**config.mk**
```make
export PLATFORM = sky130hd
export DESIGN_NAME = char_page_buffer
export DESIGN_NICKNAME = d
export VERILOG_FILES = /design/src/rtl/char_page_buffer_pkg.sv /design/src/rtl/char_clear_engine.sv /design/src/rtl/char_page_buffer.sv
export SDC_FILE = /design/constraint.sdc
export NUM_CORES = 2
export LEC_CHECK = 0
export ABC_AREA = 1
export BUFFER_PORTS_ARGS = -buffer_cell sky130_fd_sc_hd__buf_2
export CAP_MARGIN = 20
export CORE_ASPECT_RATIO = 1.5
export CORE_MARGIN = 2
export CORE_UTILIZATION = 60
export CTS_CLUSTER_DIAMETER = 100
export DETAILED_ROUTE_END_ITERATION = 12
export GPL_TIMING_DRIVEN = 0
export PLACE_DENSITY = 0.8
export SETUP_SLACK_MARGIN = 0.5
export SLEW_MARGIN = 30
export SYNTH_ARGS = -nofsm -noshare
export SYNTH_HDL_FRONTEND = slang
export SYNTH_HIERARCHICAL = 1
export SYNTH_SLANG_ARGS = --single-unit
```
**constraint.sdc**
```tcl
create_clock -name SYSCLK_IP -period 4.3 [get_ports SYSCLK_IP]
set_input_delay 0.215 -clock SYSCLK_IP [delete_from_list [all_inputs] [get_ports SYSCLK_IP]]
set_output_delay 0.215 -clock SYSCLK_IP [all_outputs]
set_load 0.05 [all_outputs]
```
**src/rtl/char_page_buffer_pkg.sv**
```systemverilog
// rtl/char_page_buffer_pkg.sv - shared character constants and FSM state types for the page buffer
package char_page_buffer_pkg;

    localparam logic [7:0] CHAR_SPACE = 8'h20;

    typedef enum logic {
        FLIP_IDLE,
        FLIP_PEND
    } flip_state_t;

    typedef enum logic {
        CLR_IDLE,
        CLR_RUN
    } clr_state_t;

endpackage

```
**src/rtl/char_clear_engine.sv**
```systemverilog
// rtl/char_clear_engine.sv - background page clear, one cell per cycle in ascending order
module char_clear_engine
    import char_page_buffer_pkg::*;
#(
    parameter int NCH = 64,
    parameter int AW  = 6,
    parameter int PW  = 1
) (
    input  logic          SYSCLK_IP,
    input  logic          CPU_RESETN_IP,
    input  logic          start,
    input  logic [PW-1:0] start_page,
    output logic          busy,
    output logic          clr_we,
    output logic [PW-1:0] clr_page,
    output logic [AW-1:0] clr_addr
);

    clr_state_t    state_q, state_n;
    logic [AW-1:0] cnt_q, cnt_n;
    logic [PW-1:0] page_q, page_n;

    always_ff @(posedge SYSCLK_IP) begin
        if (!CPU_RESETN_IP) begin
            state_q <= CLR_IDLE;
            cnt_q   <= '0;
            page_q  <= '0;
        end else begin
            state_q <= state_n;
            cnt_q   <= cnt_n;
            page_q  <= page_n;
        end
    end

    always_comb begin
        state_n = state_q;
        cnt_n   = cnt_q;
        page_n  = page_q;
        case (state_q)
            CLR_IDLE: begin
                if (start) begin
                    state_n = CLR_RUN;
                    cnt_n   = '0;
                    page_n  = start_page;
                end
            end
            CLR_RUN: begin
                cnt_n = cnt_q + 1'b1;
                if (cnt_q == AW'(NCH - 1)) begin
                    state_n = CLR_IDLE;
                    cnt_n   = '0;
                end
            end
            default: state_n = CLR_IDLE;
        endcase
    end

    assign busy     = (state_q == CLR_RUN);
    assign clr_we   = busy;
    assign clr_page = page_q;
    assign clr_addr = cnt_q;

endmodule

```
**src/rtl/char_page_buffer.sv**
```systemverilog
// rtl/char_page_buffer.sv - multi-page character frame buffer with frame-synchronous page flip and clear
module char_page_buffer
    import char_page_buffer_pkg::*;
#(
    parameter int  COLS  = 16,
    parameter int  ROWS  = 4,
    parameter int  PAGES = 2,
    parameter int  CW    = 8,
    localparam int NCH   = ROWS * COLS,
    localparam int AW    = $clog2(NCH),
    localparam int PW    = (PAGES > 1) ? $clog2(PAGES) : 1
) (
    input  logic              SYSCLK_IP,
    input  logic              CPU_RESETN_IP,
    input  logic              WE_IP,
    input  logic [PW-1:0]     WRITE_PAGE_IP,
    input  logic [AW-1:0]     WRITE_ADDR_IP,
    input  logic [CW-1:0]     WRITE_DATA_IP,
    input  logic              FLIP_REQ_IP,
    input  logic [PW-1:0]     FLIP_PAGE_IP,
    input  logic              CLR_REQ_IP,
    input  logic [PW-1:0]     CLR_PAGE_IP,
    input  logic              PRINT_FIN_IP,
    output logic [NCH*CW-1:0] CHAR_DATA_OP,
    output logic [PW-1:0]     DISP_PAGE_OP,
    output logic              FLIP_PEND_OP,
    output logic              BUSY_OP,
    output logic              ERR_OP
);

    localparam logic [PW:0]   PAGE_LIMIT = (PW+1)'(PAGES);
    localparam logic [AW:0]   ADDR_LIMIT = (AW+1)'(NCH);
    localparam logic [CW-1:0] SPACE      = CW'(CHAR_SPACE);

    logic [PAGES-1:0][NCH-1:0][CW-1:0] mem_q;
    logic [NCH*CW-1:0] char_q;
    flip_state_t       flip_q, flip_n;
    logic [PW-1:0]     target_q, target_n, disp_q, disp_n;
    logic              err_q;
    logic              wr_ok, wr_err, flip_ok, clr_ok, clr_start, clr_err;
    logic              busy, clr_we;
    logic [PW-1:0]     clr_page;
    logic [AW-1:0]     clr_addr;

    assign wr_ok     = WE_IP && ({1'b0, WRITE_PAGE_IP} < PAGE_LIMIT)
                             && ({1'b0, WRITE_ADDR_IP} < ADDR_LIMIT);
    assign wr_err    = WE_IP && !wr_ok;
    assign flip_ok   = ({1'b0, FLIP_PAGE_IP} < PAGE_LIMIT);
    assign clr_ok    = ({1'b0, CLR_PAGE_IP} < PAGE_LIMIT);
    assign clr_start = CLR_REQ_IP && clr_ok && !busy;
    assign clr_err   = CLR_REQ_IP && !clr_start;

    char_clear_engine #(
        .NCH (NCH),
        .AW  (AW),
        .PW  (PW)
    ) u_clear (
        .SYSCLK_IP     (SYSCLK_IP),
        .CPU_RESETN_IP (CPU_RESETN_IP),
        .start         (clr_start),
        .start_page    (CLR_PAGE_IP),
        .busy          (busy),
        .clr_we        (clr_we),
        .clr_page      (clr_page),
        .clr_addr      (clr_addr)
    );

    // A PRINT_FIN commits only what was already pending; a same-edge request becomes the next pending flip.
    always_comb begin
        flip_n   = flip_q;
        target_n = target_q;
        disp_n   = disp_q;
        case (flip_q)
            FLIP_IDLE: flip_n = FLIP_IDLE;
            FLIP_PEND: begin
                if (PRINT_FIN_IP) begin
                    disp_n = target_q;
                    flip_n = FLIP_IDLE;
                end
            end
            default: flip_n = FLIP_IDLE;
        endcase
        if (FLIP_REQ_IP && flip_ok) begin
            target_n = FLIP_PAGE_IP;
            flip_n   = FLIP_PEND;
        end
    end

    always_ff @(posedge SYSCLK_IP) begin
        if (!CPU_RESETN_IP) begin
            mem_q    <= {(PAGES*NCH){SPACE}};
            char_q   <= {NCH{SPACE}};
            flip_q   <= FLIP_IDLE;
            target_q <= '0;
            disp_q   <= '0;
            err_q    <= 1'b0;
        end else begin
            // Host write is issued last so it overrides a clear of the same cell.
            if (clr_we) mem_q[clr_page][clr_addr] <= SPACE;
            if (wr_ok)  mem_q[WRITE_PAGE_IP][WRITE_ADDR_IP] <= WRITE_DATA_IP;
            char_q   <= mem_q[disp_q];
            flip_q   <= flip_n;
            target_q <= target_n;
            disp_q   <= disp_n;
            err_q    <= err_q | wr_err | clr_err | (FLIP_REQ_IP && !flip_ok);
        end
    end

    assign CHAR_DATA_OP = char_q;
    assign DISP_PAGE_OP = disp_q;
    assign FLIP_PEND_OP = (flip_q == FLIP_PEND);
    assign BUSY_OP      = busy;
    assign ERR_OP       = err_q;

endmodule

```
# == Word level (Yosys, flattened, before mapping) ==
# Index checks and enable logic that the tools add are counted.
# op_classes
n_addsub,1
n_lt_le_gt_ge,9
n_eq_ne,2
n_mux,23
bitwise,6
n_reduce_logical,10
# op_table
op,n
$mux W1024,3
$mux W512,4
$bwmux W1024,1
$demux W512 S1,2
$and A896 B896 Y896,1
$not A896 Y896,1
$or A128 B128 Y128,1
$demux W8 S6,2
$mux W8,2
$lt A6 B7 Y1 const B,2
$ge A6 B1 Y1 const B,2
$mux W6,2
$pmux W6 S2,1
$add A6 B1 Y6 const B,1
$eq A6 B6 Y1 const B,1
$logic_and A1 B1 Y1,6
$lt A1 B2 Y1 const B,3
$mux W1,4
$pmux W1 S2,2
$reduce_and A2 Y1,2
$ge A1 B1 Y1 const B,2
$logic_not A1 Y1,2
$ne A2 B2 Y1 const B,1
$not A1 Y1,2
$or A1 B1 Y1,1
# totals
regBits,1548
input_bits,23
out_inout_bits,516
word_cells,187

# == Longest topological paths before layout ==
# depth
depth_word,12
depth_mapped,10
depth_no_buf,8

# == Modules after synthesis ==
# The synthesis kept the hierarchy.
# modules_own_cells
mod,instances,cells_each,area_each_um2,seq_area_each_um2
char_page_buffer,1,8176,60067.6,30829.6
char_clear_engine,1,59,405.4,160.2

# == Worst setup path after synthesis ==
# No wires, ideal clock.
# synth_path
path_kind,flip-flop to flip-flop
start,"reg u_clear.state_q, in the netlist u_clear/busy"
end,reg mem_q[256] in the netlist's numbering
setup_ns,0.126
t_arrival_ns,1.910
t_required_ns,4.174
setup_slack_ns,2.265
stages_incl_launch_ff,8
path_buffers,2
period_less_slack_ns,2.035
path_cell_list,dfxtp_1 buf_4 inv_1 nor2_2 clkbuf_1 nand3_1 nand2_1 a21oi_1
# synth_via
elab_chain_cells,4
# synth_rtl
element,line,text
start: declaration,char_clear_engine.sv:19,"clr_state_t state_q, state_n;"
start signal: assignment,char_clear_engine.sv:29,state_q <= state_n;
$mux W1024 *,char_page_buffer.sv:99,if (clr_we) mem_q[clr_page][clr_addr] <= SPACE;
$mux W1024 *,char_page_buffer.sv:90,if (!CPU_RESETN_IP) begin
$bwmux W1024,char_page_buffer.sv:100,if (wr_ok) mem_q[WRITE_PAGE_IP][WRITE_ADDR_IP] <= WRITE_DATA_IP;
$mux W1024 *,char_page_buffer.sv:100,
end signal: assignment,char_page_buffer.sv:91,mem_q <= {(PAGES*NCH){SPACE}};
end: declaration,char_page_buffer.sv:35,logic [PAGES-1:0][NCH-1:0][CW-1:0] mem_q;
# Mark *: on every way between the ends. The rest lies on a longest branch, timed or not. The select of a mux whose other input is x is not followed.
# A chain may end at the register's enable or synchronous reset.

# == Final worst setup path ==
# layout_path
start,"reg u_clear.state_q, in the netlist u_clear/busy"
end,reg mem_q[260] in the netlist's numbering
# The elaborated chain is that of the path after synthesis.

==> metrics.txt <==
maximum resistive drop on vdd=0.000432 V; cell breakdown of the critical path=buf_4 -> inv_1 -> nor2_2 -> clkbuf_1 -> nand3_1 -> nand2_1 -> a21oi_1; Cells on Worst Hold Path=6; length in cells of the worst reg-to-reg path=7; maximum achievable frequency=274 MHz; number of instances in the synthesized netlist=8,235; final setup violation count=0; smallest hold slack=52.5 ps; total overflow reported by the global router=0; clock tree from TritonCTS=done; number of setup buffers added after CTS=0; global-route wire length before repair=368,000 microns; net switching power figure=8.52 mW; number of nets in the final layout=8,952; clock tree root buffer cell=clkbuf_16; flip-flop and latch count after synthesis=1,548; initial antenna violation count=25; total of hold buffers inserted after clock tree synthesis=16; Num CTS Buffers=142; library cells used by synthesis=32; reg-to-reg critical path startpoint=u_clear/busy; data arrival time of the critical path=4330 ps; P&R area growth vs syn=15.8%; fraction of registers with async set or reset after synthesis=0%; clock transition at the register clock pins on the worst setup and hold paths after CTS=70 ps; number of vias after detailed routing=63,800; part of the power in the clock network=43.7%; Chip Height=393 microns; total clock sinks=1,548; worst reg2reg path endpoint=mem_q[260]; antenna violation net count after detailed routing=0; maximum fanout along the worst path=10; cell area after synthesis=60,500 sq um; Sw Ratio=27.0%; hold_sp=WRITE_ADDR_IP[3]; Critical path buffers and inverters=3; Max Clock Skew=27.2 ps; Avg Inst Size Synth=7.34 sq um; gr usage total=48.1%; setup TNS=0 ps; number of max-slew violations in the final report=0; RSZ-0062 raised after global routing=no; via count of the first global-routing pass=58,500; final number of hold-violating endpoints=0; min cycle time layout=3650 ps; Floorplan Core Area=99,900 sq um; number of buffers on the longest clock path=3; ratio of cells with drive above 1 in the final layout=12.5%; proportion of power drawn by combinational gates=9.9%; sequential-to-total area share from yosys stat=51.2%; die footprint=103,000 sq um; combinational family with the most area after synthesis=simple AND/OR/NAND/NOR gates; total DRC errors in the routed layout=0; DP HPWL=181,000 microns; ratio of final minimum period to clock period=85.0%; fraction of power consumed by sequential logic=46.5%; Largest delay share family, worst path=simple AND/OR/NAND/NOR gates; synthesized netlist net count=8,259; die extent in x=263 microns; power density cells=450 nW/um^2; number of enable-type register cells in the synthesized netlist=0; synthesis warning total=6; first-pass detailed-route iteration total=12; area fraction in compound gates after synthesis=13.6%; pin count of the biggest net entering global routing=18; multiplexer share of the synthesized area=0%; xor and xnor area share after synthesis=0%; Synth Area in Adders=0.0207%; H-tree depth=4; Placed Instances=10,100; status=finished clean; crit-path max cell delay=810 ps; critical path's slowest cell=clkbuf_1; worst path required time=4970 ps; element type at the critical path end=flip-flop; routability cong.=1.04; type of the most critical hold path=input port to flip-flop; average vias per placed instance=6.17; WL final=258,000 microns; critical path type=flip-flop to flip-flop; kind of start point of the critical path=flip-flop; register-to-register path setup slack=650 ps; top flip-flop cell by instance count after synthesis=dfxtp_1; mean routed wirelength per cell=24.9 microns; slew of the pin with the lowest slew margin=1240 ps; simple-gate portion of the synthesized area=29.8%; Port-buffer cells=531; hold-critical path endpoint=mem_q[277]; number of gates resized after CTS=0; number of cells in the finished layout apart from fillers=10,300; initial drt markers=9,612; Worst slew margin=17.5%; I/O pin count=539; Initial Util=60.6%; Max-Cap Viols=0; number of standard-cell rows in the floorplan=142; static leakage=31.2 nW; clock insertion delay at the later pin of the skew report=810 ps; Internal Power=23.0 mW
-- cell type report --
type | instances | area, sq um
Sequential cell | 1548 | 31000
Fill cell | 8612 | 29800
Multi-Input combinational cell | 5930 | 26300
Clock buffer | 179 | 3940
Timing Repair Buffer | 549 | 2830
Buffer | 565 | 2480
Tap cell | 1296 | 1620
Clock inverter | 72 | 1050
Inverter | 192 | 739
Antenna cell | 10 | 25.0
-- worst register-to-register path: stages, from the launching register on --
cell	delay [ps]
dfxtp_1	750
buf_4	230
inv_1	50
nor2_2	710
clkbuf_1	810
nand3_1	690
nand2_1	220
a21oi_1	80
-- worst max-delay path by stage --
stage,from,endpoint,slack (ps),cells past startpoint
floorplan,u_clear/busy,mem_q[256],2260,7
global placement,u_clear/busy,mem_q[401],840,7
detailed placement,u_clear/busy,mem_q[259],870,7
CTS,u_clear/busy,mem_q[259],870,7
global route,u_clear/busy,mem_q[259],680,7
finish,u_clear/busy,mem_q[260],650,7
-- state kept, by name, summed over array words and instances (netlist names) --
signal and count:
u_clear/clr_page 1, DISP_PAGE_OP 1, FLIP_PEND_OP 1, CHAR_DATA_OP 512, ERR_OP 1, target_q 1
u_clear/clr_addr 6, u_clear/busy 1, mem_q 1024
-- through the flow --
stage | setup WS (ps) | util (%) | instance area, sq um | power (mW)
final | 646 | 70.1 | 70000 | 31.5
after detailed placement | 874 | 64.9 | 64800 | 17.9
after global routing | 680 | 70.1 | 70000 | 32.0
after CTS | 874 | 70.1 | 70000 | 31.2
after global placement | 838 | 64.8 | 64800 | 17.9
after floorplan | 2260 | - | 60500 | 16.7
-- synthesized netlist by cell type (27+ instances only) --
cell,number,share of area (%)
inv_2,27,0.17
nand2_1,1926,12
a21oi_1,970,8.0
nor2_2,29,0.30
o21ai_0,655,5.4
buf_2,153,1.3
nand3_1,950,7.9
nor2_1,1301,8.1
clkbuf_1,290,1.8
dfxtp_1,1548,51
nor2_4,46,0.86
buf_1,99,0.61
inv_1,159,0.99
-- cell families after synthesis --
group                    after synthesis
adder cells (fa/ha/maj)                1
flip-flops                          1548
AO/OA/AOI/OAI                       1641
AND/OR/NAND/NOR                     4288
buffers and inverters                757
-- metal layers --
layer	vias to the layer above	global-route usage, %	part of all wire (%)
met5	-	0	0.061
met2	4805	73.9	43
met4	26	43.6	10
met3	1424	15.4	13
met1	29300	53.4	33
li1	28300	-	-
-- power by group through the flow --
stage               sequential (mW)  clock (mW)  combinational [mW]
floorplan                      15.6           0                1.15
global placement               15.0           0                2.89
detailed placement             15.0           0                2.91
CTS                            14.6        13.6                2.94
global route                   14.6        14.2                3.15
finish                         14.6        13.8                3.11
-- layout by cell type (no fill, tap or decap), drive strengths merged --
| master | netlist | final |
|---|---|---|
| or2 | 1 | 1 |
| buf | 275 | 798 |
| inv | 189 | 194 |
| dfxtp | 1548 | 1548 |
| clkbuf | 290 | 479 |
| nand3 | 966 | 966 |
| clkinv | 3 | 30 |
| nand2 | 1936 | 1936 |
| nor3 | 2 | 2 |
| diode | 0 | 10 |
| o21bai | 15 | 15 |
| clkinvlp | 0 | 17 |
| nand4 | 1 | 1 |
| nor2 | 1382 | 1382 |
| o21ai | 656 | 656 |
| ha | 1 | 1 |
| bufinv | 0 | 23 |
| a21oi | 970 | 970 |
| dlygate4sd3 | 0 | 16 |
Note: power is estimated with default switching activity, not from simulation.
